## src/rtl/usb_pkt_pkg.sv

```systemverilog
// -----------------------------------------------------------------------------
// usb_pkt_pkg
// Shared types and constants for the USB/FT245 packet path.
//   state_t     : packet decoder FSM states
//   err_t       : abort cause reported on err_code
//   SYM_HEADER  : header symbol, shared with the receive stage
//   SYM_TRAILER : trailer symbol, shared with the receive stage
// -----------------------------------------------------------------------------
package usb_pkt_pkg;

    typedef enum logic [2:0] {
        IDLE,
        LEN_HI,
        LEN_LO,
        ADDR_HI,
        ADDR_LO,
        DATA_HI,
        DATA_LO,
        WAIT_TRL
    } state_t;

    typedef enum logic [2:0] {
        ERR_NONE      = 3'd0,
        ERR_LEN_OVER  = 3'd1,
        ERR_EARLY_END = 3'd2,
        ERR_OVERRUN   = 3'd3,
        ERR_RESYNC    = 3'd4,
        ERR_TIMEOUT   = 3'd5
    } err_t;

    localparam logic [7:0] SYM_HEADER  = 8'h55;
    localparam logic [7:0] SYM_TRAILER = 8'hAA;

endpackage

```

## src/rtl/usb_pkt_watchdog.sv

```systemverilog
// -----------------------------------------------------------------------------
// usb_pkt_watchdog
// Inter-byte timeout counter for usb_packet_decoder (only instantiated when
// USB_PKT_DECODER_TIMEOUT_EN is defined).
//   clk, clrn : clock, asynchronous active-low reset
//   active    : decoder is inside a packet; counter holds at zero otherwise
//   kick      : rx_valid or pkt_start; restarts the count
//   expired   : high in the cycle whose edge completes TIMEOUT_CYCLES idle clks
// -----------------------------------------------------------------------------
module usb_pkt_watchdog #(
    parameter int unsigned TIMEOUT_CYCLES = 65535
) (
    input  logic clk,
    input  logic clrn,
    input  logic active,
    input  logic kick,
    output logic expired
);

    // Count is k after the k-th idle edge, so expiry is flagged one count
    // early to land pkt_err exactly TIMEOUT_CYCLES clks after the last byte.
    localparam logic [15:0] LAST = 16'(TIMEOUT_CYCLES - 1);

    logic [15:0] cnt_q;

    always_ff @(posedge clk or negedge clrn) begin
        if (!clrn) begin
            cnt_q <= '0;
        end else if (!active || kick) begin
            cnt_q <= '0;
        end else begin
            cnt_q <= cnt_q + 16'd1;
        end
    end

    assign expired = active && !kick && (cnt_q == LAST);

endmodule

```

## src/rtl/usb_packet_decoder.sv

```systemverilog
// -----------------------------------------------------------------------------
// usb_packet_decoder
// Parses the FT245 receive byte stream into 16-bit register commands:
// LEN_HI, LEN_LO, then LEN x {ADDR_HI, ADDR_LO, DATA_HI, DATA_LO}, MSB first.
// Commands go out one at a time on a valid/ready handshake; per-packet
// completion/abort is pulsed on pkt_ok/pkt_err with the cause on err_code.
//
// Ports:
//   clk, clrn            : clock, asynchronous active-low reset
//   rx_byte, rx_valid    : received byte and its one-cycle strobe
//   pkt_start, pkt_end   : header / trailer recognised pulses
//   req_valid, req_ready : command handshake to the register file
//   req_write, req_addr  : address bit 15 (1 = write) and 15-bit address
//   req_wdata            : write data (don't-care for reads)
//   pkt_ok, pkt_err      : one-cycle completion / abort pulses
//   err_code             : cause of last abort, held until next pkt_start
//   pkt_busy             : decoder is not in IDLE
//
// Build option: define USB_PKT_DECODER_TIMEOUT_EN to add the inter-byte
// watchdog (err_code 5 after TIMEOUT_CYCLES idle clks inside a packet).
// -----------------------------------------------------------------------------
module usb_packet_decoder
    import usb_pkt_pkg::*;
#(
    parameter int unsigned MAX_CMDS       = 256,
    parameter int unsigned TIMEOUT_CYCLES = 65535
) (
    input  logic        clk,
    input  logic        clrn,
    input  logic [7:0]  rx_byte,
    input  logic        rx_valid,
    input  logic        pkt_start,
    input  logic        pkt_end,
    output logic        req_valid,
    input  logic        req_ready,
    output logic        req_write,
    output logic [14:0] req_addr,
    output logic [15:0] req_wdata,
    output logic        pkt_ok,
    output logic        pkt_err,
    output logic [2:0]  err_code,
    output logic        pkt_busy
);

    if (TIMEOUT_CYCLES < 1 || TIMEOUT_CYCLES > 65535) begin : g_bad_timeout
        $error("TIMEOUT_CYCLES must be in 1..65535 for the 16-bit watchdog");
    end

    state_t      state_q, state_d;
    err_t        err_code_q, err_code_d;
    logic [15:0] cnt_q, cnt_d;
    logic [7:0]  len_hi_q, addr_hi_q, addr_lo_q, data_hi_q;
    logic [15:0] len_word;
    logic        ok_d, err_d;
    logic        byte_take;
    logic        cmd_load;
    logic        wd_expired;

    assign len_word = {len_hi_q, rx_byte};
    assign pkt_busy = (state_q != IDLE);
    assign err_code = err_code_q;

`ifdef USB_PKT_DECODER_TIMEOUT_EN
    usb_pkt_watchdog #(
        .TIMEOUT_CYCLES(TIMEOUT_CYCLES)
    ) u_watchdog (
        .clk     (clk),
        .clrn    (clrn),
        .active  (pkt_busy),
        .kick    (rx_valid || pkt_start),
        .expired (wd_expired)
    );
`else
    assign wd_expired = 1'b0;
`endif

    always_ff @(posedge clk or negedge clrn) begin
        if (!clrn) begin
            state_q <= IDLE;
        end else begin
            state_q <= state_d;
        end
    end

    // Priority: pkt_start > pkt_end > watchdog > rx_valid.
    always_comb begin
        state_d    = state_q;
        err_code_d = err_code_q;
        cnt_d      = cnt_q;
        ok_d       = 1'b0;
        err_d      = 1'b0;
        byte_take  = 1'b0;
        cmd_load   = 1'b0;

        if (pkt_start) begin
            state_d = LEN_HI;
            if (state_q == IDLE) begin
                err_code_d = ERR_NONE;
            end else begin
                err_d      = 1'b1;
                err_code_d = ERR_RESYNC;
            end
        end else if (pkt_end && state_q != IDLE) begin
            state_d = IDLE;
            if (state_q == WAIT_TRL) begin
                ok_d = 1'b1;
            end else begin
                err_d      = 1'b1;
                err_code_d = ERR_EARLY_END;
            end
        end else if (wd_expired) begin
            state_d    = IDLE;
            err_d      = 1'b1;
            err_code_d = ERR_TIMEOUT;
        end else if (rx_valid) begin
            unique case (state_q)
                LEN_HI: begin
                    byte_take = 1'b1;
                    state_d   = LEN_LO;
                end
                LEN_LO: begin
                    if (32'(len_word) > MAX_CMDS) begin
                        state_d    = IDLE;
                        err_d      = 1'b1;
                        err_code_d = ERR_LEN_OVER;
                    end else if (len_word == 16'd0) begin
                        state_d = WAIT_TRL;
                    end else begin
                        cnt_d   = len_word;
                        state_d = ADDR_HI;
                    end
                end
                ADDR_HI: begin
                    byte_take = 1'b1;
                    state_d   = ADDR_LO;
                end
                ADDR_LO: begin
                    byte_take = 1'b1;
                    state_d   = DATA_HI;
                end
                DATA_HI: begin
                    byte_take = 1'b1;
                    state_d   = DATA_LO;
                end
                DATA_LO: begin
                    // A command accepted on this same edge frees the slot.
                    if (req_valid && !req_ready) begin
                        state_d    = IDLE;
                        err_d      = 1'b1;
                        err_code_d = ERR_OVERRUN;
                    end else begin
                        cmd_load = 1'b1;
                        cnt_d    = cnt_q - 16'd1;
                        state_d  = (cnt_q == 16'd1) ? WAIT_TRL : ADDR_HI;
                    end
                end
                default: ;
            endcase
        end
    end

    always_ff @(posedge clk or negedge clrn) begin
        if (!clrn) begin
            cnt_q      <= '0;
            len_hi_q   <= '0;
            addr_hi_q  <= '0;
            addr_lo_q  <= '0;
            data_hi_q  <= '0;
            err_code_q <= ERR_NONE;
            pkt_ok     <= 1'b0;
            pkt_err    <= 1'b0;
            req_valid  <= 1'b0;
            req_write  <= 1'b0;
            req_addr   <= '0;
            req_wdata  <= '0;
        end else begin
            cnt_q      <= cnt_d;
            err_code_q <= err_code_d;
            pkt_ok     <= ok_d;
            pkt_err    <= err_d;

            if (byte_take) begin
                unique case (state_q)
                    LEN_HI:  len_hi_q  <= rx_byte;
                    ADDR_HI: addr_hi_q <= rx_byte;
                    ADDR_LO: addr_lo_q <= rx_byte;
                    DATA_HI: data_hi_q <= rx_byte;
                    default: ;
                endcase
            end

            if (cmd_load) begin
                req_valid <= 1'b1;
                req_write <= addr_hi_q[7];
                req_addr  <= {addr_hi_q[6:0], addr_lo_q};
                req_wdata <= {data_hi_q, rx_byte};
            end else if (req_ready) begin
                req_valid <= 1'b0;
            end
        end
    end

endmodule

```

## config.mk

```make
export PLATFORM = sky130hd
export DESIGN_NAME = usb_packet_decoder
export DESIGN_NICKNAME = d
export VERILOG_FILES = /design/src/rtl/usb_pkt_pkg.sv /design/src/rtl/usb_pkt_watchdog.sv /design/src/rtl/usb_packet_decoder.sv
export SDC_FILE = /design/constraint.sdc
export NUM_CORES = 1
export LEC_CHECK = 0
export CORE_UTILIZATION = 59
export CTS_CLUSTER_DIAMETER = 120
export DETAILED_ROUTE_END_ITERATION = 7
export GPL_ROUTABILITY_DRIVEN = 1
export MAX_ROUTING_LAYER = met4
export PLACE_DENSITY = 0.85
export SLEW_MARGIN = 40
export SYNTH_ARGS = -nofsm -noshare
export SYNTH_HDL_FRONTEND = slang
export SYNTH_SLANG_ARGS = --single-unit
export TNS_END_PERCENT = 30
```

## constraint.sdc

```tcl
create_clock -name clk -period 5.2 [get_ports clk]
set_input_delay 0.52 -clock clk [delete_from_list [all_inputs] [get_ports clk]]
set_output_delay 0.52 -clock clk [all_outputs]
set_load 0.01 [all_outputs]
```

* Yosys cells after proc, flatten, opt, wreduce, memory -nomap -nowiden
Index checks and enable logic that the tools add are counted.
** Word-level totals
- Word-level logic and storage cells :: 92
- Output and inout port bits :: 39
- Register bits after elaboration :: 89
** Cells by class
- Multiplexer cells :: 42
- Equality and inequality tests :: 14
- Magnitude comparators :: 1
- $add $sub $neg :: 1
- Reduce and logical (&&, ||, !) cells :: 19
- Bitwise gates (word level) :: 2
** Operator list (number)
- 16-bit 2-to-1 mux :: 3
- 3-bit 2-to-1 mux :: 14
- 16-bit one-hot mux with 2 select lines :: 1
- 1-bit 2-to-1 mux :: 21
- 3-bit one-hot mux with 6 select lines :: 1
- 16-bit by 1-bit equality test with 1-bit output, second input constant :: 1
- 16-bit by 9-bit greater-than comparator with 1-bit output, second input constant :: 1
- 16-bit logical NOT :: 1
- 16-bit by 1-bit subtractor with 16-bit output, second input constant :: 1
- 3-bit equality test, second input constant :: 4
- 2-bit AND reduction :: 5
- 4-bit != test, second input constant :: 2
- 8-bit nonzero test :: 1
- 7-bit AND reduction :: 1
- 3-bit by 2-bit equality test with 1-bit output, second input constant :: 2
- 2-bit != test, second input constant :: 3
- 3-bit one-hot mux with 2 select lines :: 1
- 3-bit nonzero test :: 2
- 5-bit AND reduction :: 1
- 2-bit nonzero test :: 2
- 4-bit nonzero test :: 1
- 4-bit OR reduction :: 1
- 3-bit by 1-bit equality test with 1-bit output, second input constant :: 1
- 3-bit logical NOT :: 1
- other kinds (5) :: 7

* Logic depth before layout (Yosys ltp)
Gate-level depths: netlist (run 1).
- Depth after elaboration :: 8
- Gate-level depth with buffers :: 7
- Depth with buffers taken out :: 7

* Worst setup path before layout (run 1)
OpenSTA, ideal clock, no wires.
- Kind :: register to register
- From :: register state_q[1]
- To :: register addr_lo_q[0]
- Data arrival time :: 1.876 ns
- Setup slack :: 3.199 ns
- Clock period less this slack :: 2.001 ns
- Stages on the path, launching flop included :: 8
- Path buffers :: 2
- Setup time :: 0.125 ns
- Data required time :: 5.075 ns
- Cell sequence :: dfrtp_1 -> or3_1 -> buf_2 -> a21oi_4 -> inv_2 -> or3_1 -> buf_4 -> mux2_4
** RTL lines
- start, declared :: line usb_packet_decoder.sv:49 : state_t state_q, state_d;
- start signal, assigned :: line usb_packet_decoder.sv:81 : state_q <= state_d;
- 3-bit nonzero test
- named net pkt_busy :: line usb_packet_decoder.sv:42 : output logic pkt_busy
- 1-bit logical AND :: line usb_packet_decoder.sv:103 : end else if (pkt_end && state_q != IDLE) begin
- 1-bit 2-to-1 mux :: line usb_packet_decoder.sv:103
- 1-bit 2-to-1 mux :: line usb_packet_decoder.sv:95 : if (pkt_start) begin
- 2-bit AND reduction (no line)
- end signal, assigned :: line usb_packet_decoder.sv:186 : ADDR_LO: addr_lo_q <= rx_byte;
- end, declared :: line usb_packet_decoder.sv:52 : logic [7:0] len_hi_q, addr_hi_q, addr_lo_q, data_hi_q;
The timed path passes the listed nets, and every way through them passes these cells.
A chain may end at the register's enable or synchronous reset.

* Worst setup path in the final report (run 1)
- From :: input port rx_byte[4]
- To :: register cnt_q[15]
** On the way
- Cells in the longest elaborated chain, start to end :: 3
** Ends and longest elaborated chain
- start, declared :: line usb_packet_decoder.sv:30 : input logic [7:0] rx_byte,
- 16-bit by 9-bit greater-than comparator with 1-bit output / 16-bit logical NOT (equally long branches) :: line usb_packet_decoder.sv:122, usb_packet_decoder.sv:126
- 2-bit != test (no line)
- 7-bit AND reduction (no line) *
- end signal, assigned :: line usb_packet_decoder.sv:177 : cnt_q <= cnt_d;
- end, declared :: line usb_packet_decoder.sv:51 : logic [15:0] cnt_q, cnt_d;
Every way passes the cells marked *; elsewhere a longest branch is shown, timed or not.

==> results of run 1 <==
[critical path, cell delays in order]
cell,delay (ns)
clkdlybuf4s50_1,0.62
nor4_1,0.47
a21boi_1,0.18
o31a_1,0.48
or2_1,0.47
a221o_1,0.37
[cell families (layout without fill, tap and decap cells)]
kind of cell	after synthesis	after routing	share of synthesized area
and+or+nand+nor	78	78	0.104
buffers and inverters	25	79	0.0259
adders and majority gates	2	2	0.00625
AOI/OAI and AO/OA	69	69	0.114
muxes	66	66	0.193
DFF	89	89	0.556
[how the worst min path moves through the flow]
stage                         start  cells past startpoint  slack (ns)      endpoint
final                          clrn                      1        0.19  req_addr[10]
after global routing           clrn                      1        0.26  req_wdata[1]
after detailed placement  cnt_q[12]                      1        0.47     cnt_q[12]
after CTS                      clrn                      1        0.26  req_addr[10]
after floorplan                clrn                      0        0.22  addr_hi_q[0]
after global placement    cnt_q[12]                      1        0.47     cnt_q[12]
[cells in the mapped netlist, types with 2 or more instances]
cell type  count  area share
clkbuf_1      11       0.010
buf_2          2      0.0025
mux2_4         8       0.030
o211ai_1       2      0.0038
ha_1           2      0.0063
or3_1          5      0.0078
nor3b_1        5      0.0094
o31ai_1       10       0.019
mux2_2        58        0.16
nor2_1        24       0.023
nor4_1         4      0.0063
a22oi_1        5      0.0094
a21oi_1       16       0.020
nand3_1        3      0.0038
o21ai_0        8       0.010
nand2b_1       3      0.0047
buf_4          2      0.0038
nand2_1       10      0.0094
a31oi_1        3      0.0047
o22a_1         2      0.0044
dfrtp_1       89        0.56
inv_1          8      0.0075
and2_1         3      0.0047
nand4_1        3      0.0047
o22ai_1        3      0.0047
o21ai_1        7      0.0088
and3b_1        2      0.0044
nor3_1        10       0.013
[layer usage]
metal | GRT usage | up-vias | part of all wire
li1 | - | 1305 | -
met1 | 0.386 | 1431 | 0.45
met2 | 0.399 | 134 | 0.47
met3 | 0.0501 | 20 | 0.062
met4 | 0.100 | 0 | 0.020
met5 | - | - | 0
[area by class of cell]
type / count / area, sq um / share of cell area
Sequential cell: 89 / 2230 / 0.470
Multi-Input combinational cell: 215 / 1670 / 0.353
Timing Repair Buffer: 54 / 539 / 0.114
Clock buffer: 11 / 131 / 0.0277
Tap cell: 77 / 96.3 / 0.0203
Clock inverter: 5 / 38.8 / 0.00819
Inverter: 9 / 33.8 / 0.00713
[state kept, by name, summed over array words and instances, names as in the netlist]
register,flops
cnt_q,16
err_code,3
req_write,1
len_hi_q,8
pkt_ok,1
req_wdata,16
data_hi_q,8
addr_lo_q,8
state_q,3
req_addr,15
pkt_err,1
req_valid,1
addr_hi_q,8
[metrics by stage]
step / instance area [sq um] / utilization / hold slack, ns / instances
6_report: 4740 / 0.734 / 0.195 / 460
5_1_grt: 4740 / 0.734 / 0.263 / 460
4_1_cts: 4740 / 0.733 / 0.258 / 460
3_5_place_dp: 4570 / 0.707 / 0.473 / 444
3_3_place_gp: 4560 / 0.706 / 0.471 / 444
2_1_floorplan: 4000 / - / 0.224 / 329
[report_power, final]
part	switching, uW	internal [uW]
registers	25.3	727
clock network	245	178
logic	60.2	57.3
[placed cells by master, fill, tap and decap left out, types with 3 or more instances in the layout]
cell             Yosys  layout
dfrtp_1             89      89
mux2_2              58      58
clkdlybuf4s50_1      0      51
nor2_1              24      24
a21oi_1             16      16
nor3_1              10      10
nand2_1             10      10
o31ai_1             10      10
clkbuf_8             0      10
inv_1                8       8
o21ai_0              8       8
mux2_4               8       8
o21ai_1              7       7
or3_1                5       5
nor3b_1              5       5
a22oi_1              5       5
nor4_1               4       4
nand2b_1             3       3
nand3_1              3       3
nand4_1              3       3
and2_1               3       3
a31oi_1              3       3
o22ai_1              3       3
==> results.toml, run 1 <==
[route]
wl_per_cell_um = 18.5
wirelength_um = 8500
antenna_left = 0
drt_iter0_markers = 344
drcViolationCount = 3
drtPass1Iterations = 7
via_per_inst = 6.28
vias = 2890

[sta]
setup_ws_ns = 2.31
slew_headroom = 0.485
tightest_slew_ns = 0.771
rsz0062_at_grt = "no"
max_freq_ghz = 0.347
final-max-slew-violation-count = 0
finClkSkew_ns = 0.0127
setup_tns_ns = 0
hold_viol_final = 0
setup_viol = 0
fin_crit_sh = 0.555
period_needed_ns = 2.89

[worst_setup_path]
crit_path_end_kind = "flop"
reg2regPathDepth = 6
reg2reg_to = "cnt_q[15]"
crit_end = "cnt_q[15]"
worstPathMaxFanout = 14
arrival_ns = 3.12
critPathLaunchType = "input port"
crit_start = "rx_byte[4]"
r2r_start = "state_q[1]"
r2r_slack_ns = 2.68
crit_required_ns = 5.44
path_class = "input port to flop"

[global_route]
grt_pass1_vias = 2867
grt_overflow = 0
grt_pass1_wl_um = 14500
antenna_found_initial = 0
grt_max_degree = 90
grt_usage = 0.272

[clocking]
hold_buffers = 0
postCtsSetupBuffers = 0
clkSlewWorstSetupHoldPaths_ns = 0.09
cts-root-buf = "clkbuf_8"
cts.repair.resized = 0
worst_skew_pair.late_latency_ns = 0.35
clockBufferDepth = 2
tritoncts = "yes"
cts_buffers = 9
h-tree-depth = 3
clock_sinks = 89

[min_path]
hp-class = "input port to asynchronous set/reset pin"

[die]
die_area_sq_um = 7120
rows = 29
die_h_um = 84.4
core-area_sq_um = 6460
num_io_pins = 53
start_util = 0.620
fp.dieW_um = 84.4

[run_status]
status = "finished with violations"
violations = "design-rule violations"

[synth]
syn_avg_cell_area_sq_um = 12.2
yosysUniqueCellTypes = 49
synth_area_sq_um = 4000
ys_seq_area_frac = 0.556
synthesis.nets = 345
synth_edf_count = 0
synth_cells = 329
synth-async-reset-ratio = 1.00
synth_ff_type = "dfrtp_1"
ys_ff_latch = 89
ys_warn_count = 0

[power]
irDropWorstVdd_mv = 0.175
power.density_nw_per_um2 = 273
finalPower_uw = 1290
p_leak_uw = 0.00221

[finish]
syn_to_final_growth_pct = 18.4
finalNetCount = 394
antennaDiodeCount = 0
final.fill_count = 439
layout-drive-gt1-share = 0.227

[place]
io_buffer_count = 52
gp_congestion = 0.910
dp_slack_ns = 2.01
dp_hpwl_um = 5580

[run]
drv_cap = 0
Power figures use the tool's default switching activity.
==> inputs of run 2 (changes only) <==
--- a/config.mk
+++ b/config.mk
@@ -5,12 +5,12 @@
 export SDC_FILE = /design/constraint.sdc
 export NUM_CORES = 1
 export LEC_CHECK = 0
-export CORE_UTILIZATION = 59
+export CORE_UTILIZATION = 55
 export CTS_CLUSTER_DIAMETER = 120
 export DETAILED_ROUTE_END_ITERATION = 7
 export GPL_ROUTABILITY_DRIVEN = 1
 export MAX_ROUTING_LAYER = met4
-export PLACE_DENSITY = 0.85
+export PLACE_DENSITY = 0.8
 export SLEW_MARGIN = 40
 export SYNTH_ARGS = -nofsm -noshare
 export SYNTH_HDL_FRONTEND = slang
==> constraint.sdc (replaced) <==
create_clock -name clk -period 2.74 [get_ports clk]
set_input_delay 0.274 -clock clk [delete_from_list [all_inputs] [get_ports clk]]
set_output_delay 0.274 -clock clk [all_outputs]
set_load 0.01 [all_outputs]
==> run 2 against run 1 <==
Effect of this change: global-route usage up 0.94 points; clock-buffer cell count shrank 1; die area increased by 7.1%; non-clock buffer count rose by 23; sequential power increased by 90%; hold slack improved by 0.29 ns; largest cell class unchanged; the run now ends clean; sequential share of layout area decreased by 2.0 points.
==> results.toml, run 2 (synthesized netlist as in run 1, its figures left out) <==
[worst_setup_path]
worstPathMaxFanout = 12
critPathLaunchType = "flop"
crit_path_cell_trace = "or3_1 -> a21oi_4 -> o211ai_1 -> or2_1 -> buf_4 -> o21ai_0"
arrival_ns = 2.78
slowest_delay_ns = 0.54
crit_cells = 6
r2r_start = "state_q[1]"
critPathSlowestCell = "or3_1"
reg2reg_to = "cnt_q[2]"
path_class = "flop to flop"
crit_start = "state_q[1]"
crit_path_end_kind = "flop"
crit_required_ns = 3.01
crit_end = "cnt_q[2]"
path_delay_family = "simple AND/OR/NAND/NOR gates"
reg2regPathDepth = 6
crit_buf_inv = 1
r2r_slack_ns = 0.24

[clocking]
clockBufferDepth = 2
cts-root-buf = "clkbuf_8"
clock_sinks = 89
h-tree-depth = 3
tritoncts = "yes"
worst_skew_pair.late_latency_ns = 0.35
clkSlewWorstSetupHoldPaths_ns = 0.09
cts_buffers = 9
postCtsSetupBuffers = 0

[finish]
stdcell_area_sq_um = 4940
syn_to_final_growth_pct = 23.5
antennaDiodeCount = 0
layout-drive-gt1-share = 0.269
largestRegisters = "cnt_q: 16 flops, req_wdata: 16 flops, req_addr: 15 flops"
final_common_cell = "dfrtp_1"
stdcell_count = 501
finalNetCount = 417
final_cell_mix = "89 x dfrtp_1, 58 x mux2_2, 51 x clkdlybuf4s50_1, 25 x buf_4, 24 x nor2_1"

[place]
placed_cell_area_sq_um = 4750
placed_cells = 485
dp_slack_ns = 0.200
dp_hpwl_um = 6520
gp_congestion = 0.918
io_buffer_count = 52

[die]
num_io_pins = 53
core-area_sq_um = 6910
fp.dieW_um = 87.3
die_area_sq_um = 7620
rows = 30
start_util = 0.580
die_h_um = 87.3

[run_status]
status = "finished, final reports clean"

[power]
p_seq_frac = 0.561
p_leak_uw = 0.00233
switching_share = 0.246
p_int_uw = 1920
power_frac_clock = 0.343
power.density_nw_per_um2 = 515
combPwrFrac = 0.096
irDropWorstVdd_mv = 0.308
p_sw_uw = 627

[sta]
fin_crit_sh = 0.914
finClkSkew_ns = 0.00851
max_freq_ghz = 0.399
setup_viol = 0
setup_ws_ns = 0.236
setup_tns_ns = 0
tightest_slew_ns = 0.643
rsz0062_at_grt = "no"
final-max-slew-violation-count = 0
hold_viol_final = 0
slew_headroom = 0.570
period_needed_ns = 2.50

[route]
via_per_inst = 5.79
wl_per_cell_um = 18.5
drcViolationCount = 0
vias = 2901
drtPass1Iterations = 4
wirelength_um = 9280
antenna_left = 0
drt_iter0_markers = 231

[run]
drv_cap = 0

[global_route]
grt_overflow = 0
grt_pass1_vias = 3057
grt_usage = 0.282
antenna_found_initial = 0
grt_pass1_wl_um = 15500
grt_max_degree = 51

[min_path]
hp-class = "input port to asynchronous set/reset pin"
-- run 2: cell types whose count changed in the layout (fill, tap and decap cells not counted) --
cell and change:
bufinv_16 +1, clkbuf_1 -1, buf_4 +23, clkinv_2 +1
dlygate4sd3_1 +1, clkbuf_8 -1, clkinv_4 -1, inv_6 -1
-- run 2: routing by layer --
layer | part of all wire | track usage
met3 | 0.051 | 0.0427
met2 | 0.47 | 0.426
met4 | 0.026 | 0.134
met5 | 0 | -
met1 | 0.45 | 0.376
-- run 2: worst register-to-register path, stage by stage (launching register included) --
cell,delay [ns]
dfrtp_1,0.50
or3_1,0.54
a21oi_4,0.26
o211ai_1,0.31
or2_1,0.45
buf_4,0.22
o21ai_0,0.15
-- run 2: power by group through the flow --
stage          Sequential, uW  Combinational [uW]  Clock, uW
2_1_floorplan            1440                 130          0
3_3_place_gp             1450                 237          0
3_5_place_dp             1450                 244          0
4_1_cts                  1430                 247        885
5_1_grt                  1440                 271        936
6_report                 1430                 244        874
-- run 2: repair_timing --
item,in CTS,in global routing
endpoints found under the hold margin,48,0
setup endpoints to repair,0,0
gates resized for setup,0,0
hold buffers,1,0
-- run 2: cell type report --
| class | instances | area [sq um] |
|---|---|---|
| clock buffers | 10 | 128 |
| clock inverters | 5 | 56.3 |
| fillers | 505 | 1960 |
| inverters | 9 | 33.8 |
| multi-input cells | 215 | 1670 |
| flip-flops and latches | 89 | 2230 |
| well taps | 96 | 120 |
| repair buffers | 77 | 708 |
-- run 2: per-stage QoR --
stage	hold slack [ns]	power (uW)	utilization
after floorplan	-0.0216	1570	-
after global placement	0.325	1680	0.688
after detailed placement	0.329	1700	0.688
after CTS	0.489	2560	0.716
after global routing	0.523	2640	0.716
final	0.482	2550	0.716
-- run 2: worst min-delay path by stage --
stage                            start            end  slack [ns]  depth (start not counted)
after floorplan                   clrn   addr_hi_q[0]       -0.02                          0
after global placement            clrn    req_addr[0]        0.33                          1
after detailed placement          clrn    req_addr[1]        0.33                          1
after CTS                    cnt_q[12]      cnt_q[12]        0.49                          1
after global routing      data_hi_q[3]  req_wdata[11]        0.52                          1
final                             clrn    req_addr[1]        0.48                          2
